--- src/rtl/ysyx_22041071_div_ctrl.sv ---
// ysyx_22041071_div_ctrl: DIV/DIVU/REM/REMU(+W) requester in front of an iterative divider.
// Optional perf counters are enabled by defining YSYX_22041071_DIV_PERF_EN.
module ysyx_22041071_div_ctrl #(
    parameter int XLEN  = 64,
    parameter int TAG_W = 5
) (
    input  logic             clk,
    input  logic             reset,
    input  logic             ex_valid,
    input  logic [1:0]       ex_op,
    input  logic             ex_word,
    input  logic [XLEN-1:0]  ex_src1,
    input  logic [XLEN-1:0]  ex_src2,
    input  logic [TAG_W-1:0] ex_rd,
    input  logic             flush,
    output logic             ex_stall,
    output logic             res_valid,
    output logic [XLEN-1:0]  res_data,
    output logic [TAG_W-1:0] res_rd,
    output logic             div_valid,
    output logic             div_signed,
    output logic             divw,
    output logic [XLEN-1:0]  dividend,
    output logic [XLEN-1:0]  divisor,
    output logic             div_flush,
    input  logic             div_ready,
    input  logic             out_valid,
    input  logic [XLEN-1:0]  quot,
    input  logic [XLEN-1:0]  rema
`ifdef YSYX_22041071_DIV_PERF_EN
    ,
    output logic [63:0]      perf_div_ops,
    output logic [63:0]      perf_busy_cyc
`endif
);
    typedef enum logic [1:0] {IDLE, BUSY, RESP} state_t;

    state_t            state_q, state_d;
    logic [1:0]        op_q, op_d;
    logic              word_q, word_d;
    logic [XLEN-1:0]   src1_q, src1_d, src2_q, src2_d, res_q, res_d;
    logic [TAG_W-1:0]  rd_q, rd_d;
    logic              busy, dvz, ovf, special;
    logic [XLEN-1:0]   spec_raw;

    function automatic logic [XLEN-1:0] fmt(input logic w, input logic [XLEN-1:0] r);
        return w ? {{(XLEN-32){r[31]}}, r[31:0]} : r;
    endfunction

    // W ops judge only the low word; the overflow quotient is the dividend itself (MIN).
    assign dvz      = ex_word ? (ex_src2[31:0] == '0) : (ex_src2 == '0);
    assign ovf      = ~ex_op[0] & (ex_word ? (ex_src1[31:0] == 32'h8000_0000 && ex_src2[31:0] == '1)
                                           : (ex_src1 == {1'b1, {(XLEN-1){1'b0}}} && ex_src2 == '1));
    assign special  = dvz | ovf;
    assign spec_raw = ex_op[1] ? (dvz ? ex_src1 : '0) : (dvz ? '1 : ex_src1);

    assign busy       = state_q == BUSY;
    assign ex_stall   = ex_valid && state_q != RESP;
    assign res_valid  = state_q == RESP && !flush;
    assign res_data   = res_valid ? res_q : '0;
    assign res_rd     = res_valid ? rd_q : '0;
    assign div_valid  = busy;
    assign div_signed = busy & ~op_q[0];
    assign divw       = busy & word_q;
    assign dividend   = busy ? src1_q : '0;
    assign divisor    = busy ? src2_q : '0;
    assign div_flush  = flush & busy;

    always_comb begin
        state_d = state_q;
        op_d    = op_q;
        word_d  = word_q;
        src1_d  = src1_q;
        src2_d  = src2_q;
        rd_d    = rd_q;
        res_d   = res_q;
        if (flush) begin
            state_d = IDLE;
        end else begin
            unique case (state_q)
                IDLE: if (ex_valid) begin
                    op_d    = ex_op;
                    word_d  = ex_word;
                    src1_d  = ex_src1;
                    src2_d  = ex_src2;
                    rd_d    = ex_rd;
                    res_d   = special ? fmt(ex_word, spec_raw) : res_q;
                    state_d = special ? RESP : BUSY;
                end
                BUSY: if (out_valid) begin
                    res_d   = fmt(word_q, op_q[1] ? rema : quot);
                    state_d = RESP;
                end
                RESP:    state_d = IDLE;
                default: state_d = IDLE;
            endcase
        end
    end

    always_ff @(posedge clk) begin
        if (!reset) begin
            state_q <= IDLE;
            op_q    <= '0;
            word_q  <= 1'b0;
            src1_q  <= '0;
            src2_q  <= '0;
            rd_q    <= '0;
            res_q   <= '0;
        end else begin
            state_q <= state_d;
            op_q    <= op_d;
            word_q  <= word_d;
            src1_q  <= src1_d;
            src2_q  <= src2_d;
            rd_q    <= rd_d;
            res_q   <= res_d;
        end
    end

`ifdef YSYX_22041071_DIV_PERF_EN
    logic [63:0] perf_div_ops_q, perf_busy_cyc_q;

    always_ff @(posedge clk) begin
        if (!reset) begin
            perf_div_ops_q  <= '0;
            perf_busy_cyc_q <= '0;
        end else begin
            perf_div_ops_q  <= perf_div_ops_q + {63'd0, res_valid};
            perf_busy_cyc_q <= perf_busy_cyc_q + {63'd0, busy};
        end
    end

    assign perf_div_ops  = perf_div_ops_q;
    assign perf_busy_cyc = perf_busy_cyc_q;
`endif
endmodule

--- config.mk ---
export PLATFORM = sky130hd
export DESIGN_NAME = ysyx_22041071_div_ctrl
export DESIGN_NICKNAME = d
export VERILOG_FILES = /design/src/rtl/ysyx_22041071_div_ctrl.sv
export SDC_FILE = /design/constraint.sdc
export NUM_CORES = 1
export LEC_CHECK = 0
export ABC_AREA = 0
export CAP_MARGIN = 20
export CORE_MARGIN = 10
export CORE_UTILIZATION = 25
export CTS_BUF_LIST = sky130_fd_sc_hd__clkbuf_4
export CTS_CLUSTER_SIZE = 20
export DETAILED_ROUTE_END_ITERATION = 16
export GPL_TIMING_DRIVEN = 0
export HOLD_SLACK_MARGIN = 0.03
export PLACE_DENSITY = 0.59
export SLEW_MARGIN = 20
export SYNTH_ARGS = -nofsm -noshare
export SYNTH_HDL_FRONTEND = slang
export SYNTH_SLANG_ARGS = --single-unit
--- constraint.sdc ---
create_clock -name clk -period 5.3 [get_ports clk]
set_clock_uncertainty 0.1 [all_clocks]
set_input_delay 0.795 -clock clk [delete_from_list [all_inputs] [get_ports clk]]
set_output_delay 0.795 -clock clk [all_outputs]
set_load 0.02 [all_outputs]
# After elaboration in Yosys (flattened, before gate mapping)
# Cells that the tools add are included.
[totals]
mem_count = 0
rom_bits = 0
input_bits = 270
ramBits = 0
latchBits = 0
out_inout_bits = 203
ff_bits = 202
word_cells = 59
[classes]
bitwise_logic = 9
multipliers = 0
n_eq_ne = 10
order_cmp = 0
n_reduce_logical = 13
div_mod_pow = 0
shifts = 0
muxes = 20
addsub = 0
[ops]
columns = ["op", "n"]
rows = [
  ["two-way mux 64 bit", 12],
  ["== test 64 bit, second input constant", 2],
  ["case mux 64 bit (2 select lines)", 1],
  ["== test 32 bit, second input constant", 2],
  ["zero test 64 bit", 1],
  ["zero test 32 bit", 1],
  ["!= test 2 bit, second input constant", 4],
  ["two-way mux 2 bit", 3],
  ["two-way mux 5 bit", 1],
  ["AND reduction 5 bit", 1],
  ["bitwise AND 1 bit", 4],
  ["logical AND 1 bit", 4],
  ["NOT 1 bit", 4],
  ["case mux 2 bit (2 select lines)", 1],
  ["AND reduction 3 bit", 1],
  ["== test 2 x 1 -> 1 bit, second input constant", 1],
  ["== test 2 bit, second input constant", 1],
  ["zero test 2 bit", 1],
  ["two-way mux 1 bit", 2],
  ["AND reduction 2 bit", 1],
  ["nonzero test 2 bit", 1],
  ["OR reduction 2 bit", 1],
  ["zero test 1 bit", 1],
  ["bitwise OR 1 bit", 1],
]

# Logic depth before layout (Yosys ltp)
[logic_depth]
word_depth = 8
ltp_mapped = 10
mapped_depth_nobuf = 7

# Least setup slack after synthesis
# No wires, ideal clock.
[synth_path]
path_kind = "input to register"
from = "input ex_src1[25]"
to = "register res_q[30]"
cell_stages = 9
t_required_ns = 5.128
setup_ns = 0.072
slack_ns = 2.208
path_buffers = 2
t_arrival_ns = 2.920
cell_sequence = "or4_1 or4_4 nor4_4 a311oi_1 a21oi_1 o21a_2 buf_12 buf_12 mux2i_1"
[synth_via]
elab_chain_len = 7
word_cells_on_any_way = 9
cone_classes = "eq/ne (3); mux (1); bitwise (2); reduce/logical (3)"
[synth_rtl]
columns = ["element", "line_no", "text"]
rows = [
  ["start: declaration", "12", "input logic [XLEN-1:0] ex_src1,"],
  ["== test 64 bit or == test 32 bit (tied branches)", "53, 52", ""],
  ["logical AND 1 bit (on tied branches)", "53, 52", ""],
  ["two-way mux 1 bit (*)", "52", "assign ovf = ~ex_op[0] & (ex_word ? (ex_src1[31:0] == 32'h8000_0000 && ex_src2[31:0] == '1)"],
  ["bitwise AND 1 bit (*)", "52", ""],
  ["bitwise OR 1 bit (*)", "54", "assign special = dvz | ovf;"],
  ["!= test 2 bit (no source line) (*)", "--", ""],
  ["AND reduction 5 bit (no source line) (*)", "--", ""],
  ["end signal: assignment", "116", "res_q <= res_d;"],
  ["end: declaration", "41", "logic [XLEN-1:0] src1_q, src1_d, src2_q, src2_d, res_q, res_d;"],
]
# Mark *: on every way between the ends. The rest lies on a longest branch, timed or not.
# A chain may end at the register's enable or synchronous reset.

# Worst setup path after layout
[layout_path]
from = "register state_q[1]"
to = "output dividend[32]"
[layout_via]
elab_chain_len = 2
[layout_rtl]
columns = ["element", "line_no", "text"]
rows = [
  ["start: declaration", "38", "state_t state_q, state_d;"],
  ["start signal: assignment", "110", "state_q <= state_d;"],
  ["== test 2 x 1 -> 1 bit", "57", "assign busy = state_q == BUSY;"],
  ["two-way mux 64 bit", "65", "assign dividend = busy ? src1_q : '0;"],
  ["end: declaration", "23", "output logic [XLEN-1:0] dividend,"],
]
# No other way between the ends.

==> impl_metrics.csv <==
group,metric,value,unit
grt,grt_usage,20.1,%
routing,wl_met3,4.99,mm
routing,antenna_left,0,
synthesis,postSynthCellCount,1501,
timing,hold_slack,0.258,ns
pwr,p_comb_share,17.6,%
worst_hold_path,hold_depth,2,
cts,insertion_delay,0.82,ns
cts,cts_inserted_buffers,61,
routing,avgRoutedWirePerCell,21.6,um
timing,max_slew_margin,25.1,%
critical_path,path_max_fanout,10,
worst_hold_path,min_path_type,"in2reg",
cts,cts_tree,"built",
synthesis,netlist_area,11600,sq um
routing,maxUsedRoutingLayer,"met5",
synthesis,synthAdderAreaFrac,3.80,%
grt,grt_pass1_wl,85.3,mm
run,max-cap-violations,0,
timing,setup_viol,0,
critical_path,worstSetupStartpointType,"flip-flop",
synthesis,synthMuxAreaShare,11.0,%
pwr,ir_drop,0.000146,V
grt,grt-ovfl-total,0,
critical_path,arrival,3.93,ns
critical_path,crit_path_cell_trace,"nand2b_1 > inv_1 > clkbuf_1 > clkbuf_1 > and2_1 > clkdlybuf4s50_1",
floorplanning,rows,78,
critical_path,crit_slowest_cell,"clkdlybuf4s50_1",
routing,drtIter0Drc,526,
synthesis,ys_ff_latch,202,
floorplanning,dieArea,55400,sq um
outcome,outcome,"complete, no violations",
timing,finalCriticalPeriod,4.83,ns
timing,slew_violations,0,
synthesis,synthesis.nets,1771,
placement,dp_hpwl,47.5,mm
grt,grt_pass1_vias,13300,
pwr,power.leakage,6.19,nW
routing,vias,12600,
placement,portBuffers,468,
timing,fmax,207,MHz
floorplanning,io_pins,473,
cts,postCtsSetupRepairBufs,0,
grt,grt_max_degree,17,
finish,drive_gt1_share,5.52,%
critical_path,criticalPathCategory,"reg2out",
cts,clock-sinks,202,
timing,finalHoldViolations,0,
synthesis,synth_top_family_by_area,"simple AND/OR/NAND/NOR gates",
floorplanning,start_util,25.4,%
critical_path,cpPeakStageDelay,0.70,ns
routing,vias_per_cell,4.68,
pwr,p_sw,1.14,mW
routing,drc,0,
cts,cts.clk_slew.worst_paths,0.07,ns
timing,finalSetupTns,0,ns
floorplanning,die_w,235,um
finish,utilization,39.1,%
routing,wl_met1,23.7,mm
finish,syn_to_final_growth,53.9,%
synthesis,yosysSeqAreaShare,34.8,%
floorplanning,core,45700,sq um
timing,rsz0062_at_grt,"no",
synthesis,synth-compound-area-share,14.2,%
critical_path,required,4.41,ns
synthesis,ys_types,40,
synthesis,synth_common_cells,"367 x nand2_1, 202 x and2_1, 202 x dfxtp_1",
finish,nNetsFinal,2303,
placement,place.gp.congestion,0.889,
critical_path,path_common_cell,"clkbuf_1",
pwr,seq_power_share,41.8,%
pwr,sw_frac_of_total,29.9,%
finish,fin_cells,2694,
critical_path,end_kind,"output pin",
floorplanning,die_y,235,um
grt,grt_antenna_before_repair,11,
cts,clock_path_buffers,3,
cts,cts_htree_levels,2,
synthesis,yosysWarnings,0,
cts,ctsHoldBuffers,0,
cts,post_cts_resized,0,
critical_path,r2r_cells,6,
timing,finalCritPeriodShare,91.1,%
timing,tightest_slew,1.12,ns
cts,clockRootBuffer,"clkbuf_4",
synthesis,synth_edf_count,0,
pwr,pwr-share-clk,40.7,%
synthesis,synth_area_leaders,"dfxtp_1 35%, nand2_1 12%, and2_1 11%, mux2i_1 11%, a21boi_0 8.8%",
pwr,p_total,3.82,mW
synthesis,synth_top_area_share,34.8,%
synthesis,synth_xor_area_share,0,%
synthesis,syn_area_per_cell,7.73,sq um
pwr,powerDensity,214,nW/um^2
routing,drtPass1Iterations,5,
synthesis,yosysTopAreaCell,"dfxtp_1",
synthesis,synth_flop_cell,"dfxtp_1",
routing,wl_met2,27.8,mm
synthesis,synthSimpleGateAreaFrac,29.5,%
placement,dp_cells,2570,
routing,drt_wl_total,58.1,mm
synthesis,synth.most_common_cell,"nand2_1",
synthesis,async_reset_ff_share,0,%
pwr,p_int,2.68,mW
[layer usage]
layer  GRT usage, %  vias up
li1               -     6140
met1           23.0     5901
met3           7.17      103
met2           34.2      467
met4           6.26        4
met5              0        -
[final timing paths]
kind / startpoint / end / slack [ns]
worst max-delay path: state_q[1] / dividend[32] / 0.47
worst min-delay path: reset / src1_q[18] / 0.26
worst max register to register: op_q[1] / res_q[62] / 2.26
worst min register to register: res_q[32] / res_q[32] / 0.35
[power groups by stage]
| stage | clock network [mW] | registers, mW | logic [mW] |
|---|---|---|---|
| 5_1_grt | 1.68 | 1.60 | 0.731 |
| 3_3_place_gp | 0 | 1.63 | 0.665 |
| 6_report | 1.56 | 1.60 | 0.671 |
| 3_5_place_dp | 0 | 1.63 | 0.675 |
| 4_1_cts | 1.60 | 1.60 | 0.677 |
| 2_1_floorplan | 0 | 1.62 | 0.282 |
[placed cells by master (no fill, tap or decap), types with 6 or more instances in the layout]
cell type	synthesis	final
nor4_1	27	27
and2_1	202	202
dfxtp_1	202	202
buf_1	10	10
clkbuf_4	0	91
diode_2	0	9
nand2_1	367	367
clkbuf_1	103	103
inv_1	52	52
clkinv_1	1	18
o21ai_1	50	50
o21ai_0	36	36
mux2i_1	126	126
maj3_1	44	44
nand4_1	22	22
nand3_1	51	51
a21boi_0	136	136
nor2_1	8	8
buf_12	6	6
clkdlybuf4s50_1	0	468
o211ai_1	14	14
[cells by family (layout without fill, tap and decap cells)]
family                     after synthesis  count (layout)
and+or+nand+nor                        702             702
AOI/OAI and AO/OA                      249             249
DFF                                    202             202
buffers and inverters                  177             761
muxes                                  127             127
adders and majority gates               44              44
other                                    0               9
[flip-flops by register name, summed over array words and instances, names as in the netlist]
name / flops
word_q: 1
res_q: 64
rd_q: 5
op_q: 2
src2_q: 64
state_q: 2
src1_q: 64
[stage by stage]
stage	instance area [sq um]	worst slack, ns
5_1_grt	17900	0.146
2_1_floorplan	11600	2.21
3_5_place_dp	17100	0.849
6_report	17900	0.470
4_1_cts	17800	0.246
3_3_place_gp	17000	0.894
[layout make-up]
type	instances	area (sq um)
Fill cell	4859	27800
Clock buffer	91	683
Buffer	124	572
Inverter	53	199
Tap cell	600	751
Clock inverter	24	101
Sequential cell	202	4040
Timing Repair Buffer	469	4690
Antenna cell	9	22.5
Multi-Input combinational cell	1122	6800
[critical path: cells and delay by family (launching register included)]
| family | cells | cell delay (ns) |
|---|---|---|
| DFF | 1 | 0.34 |
| and+or+nand+nor | 2 | 0.57 |
| buffers and inverters | 4 | 2.19 |
No activity file was read; power rests on OpenSTA's default activity.
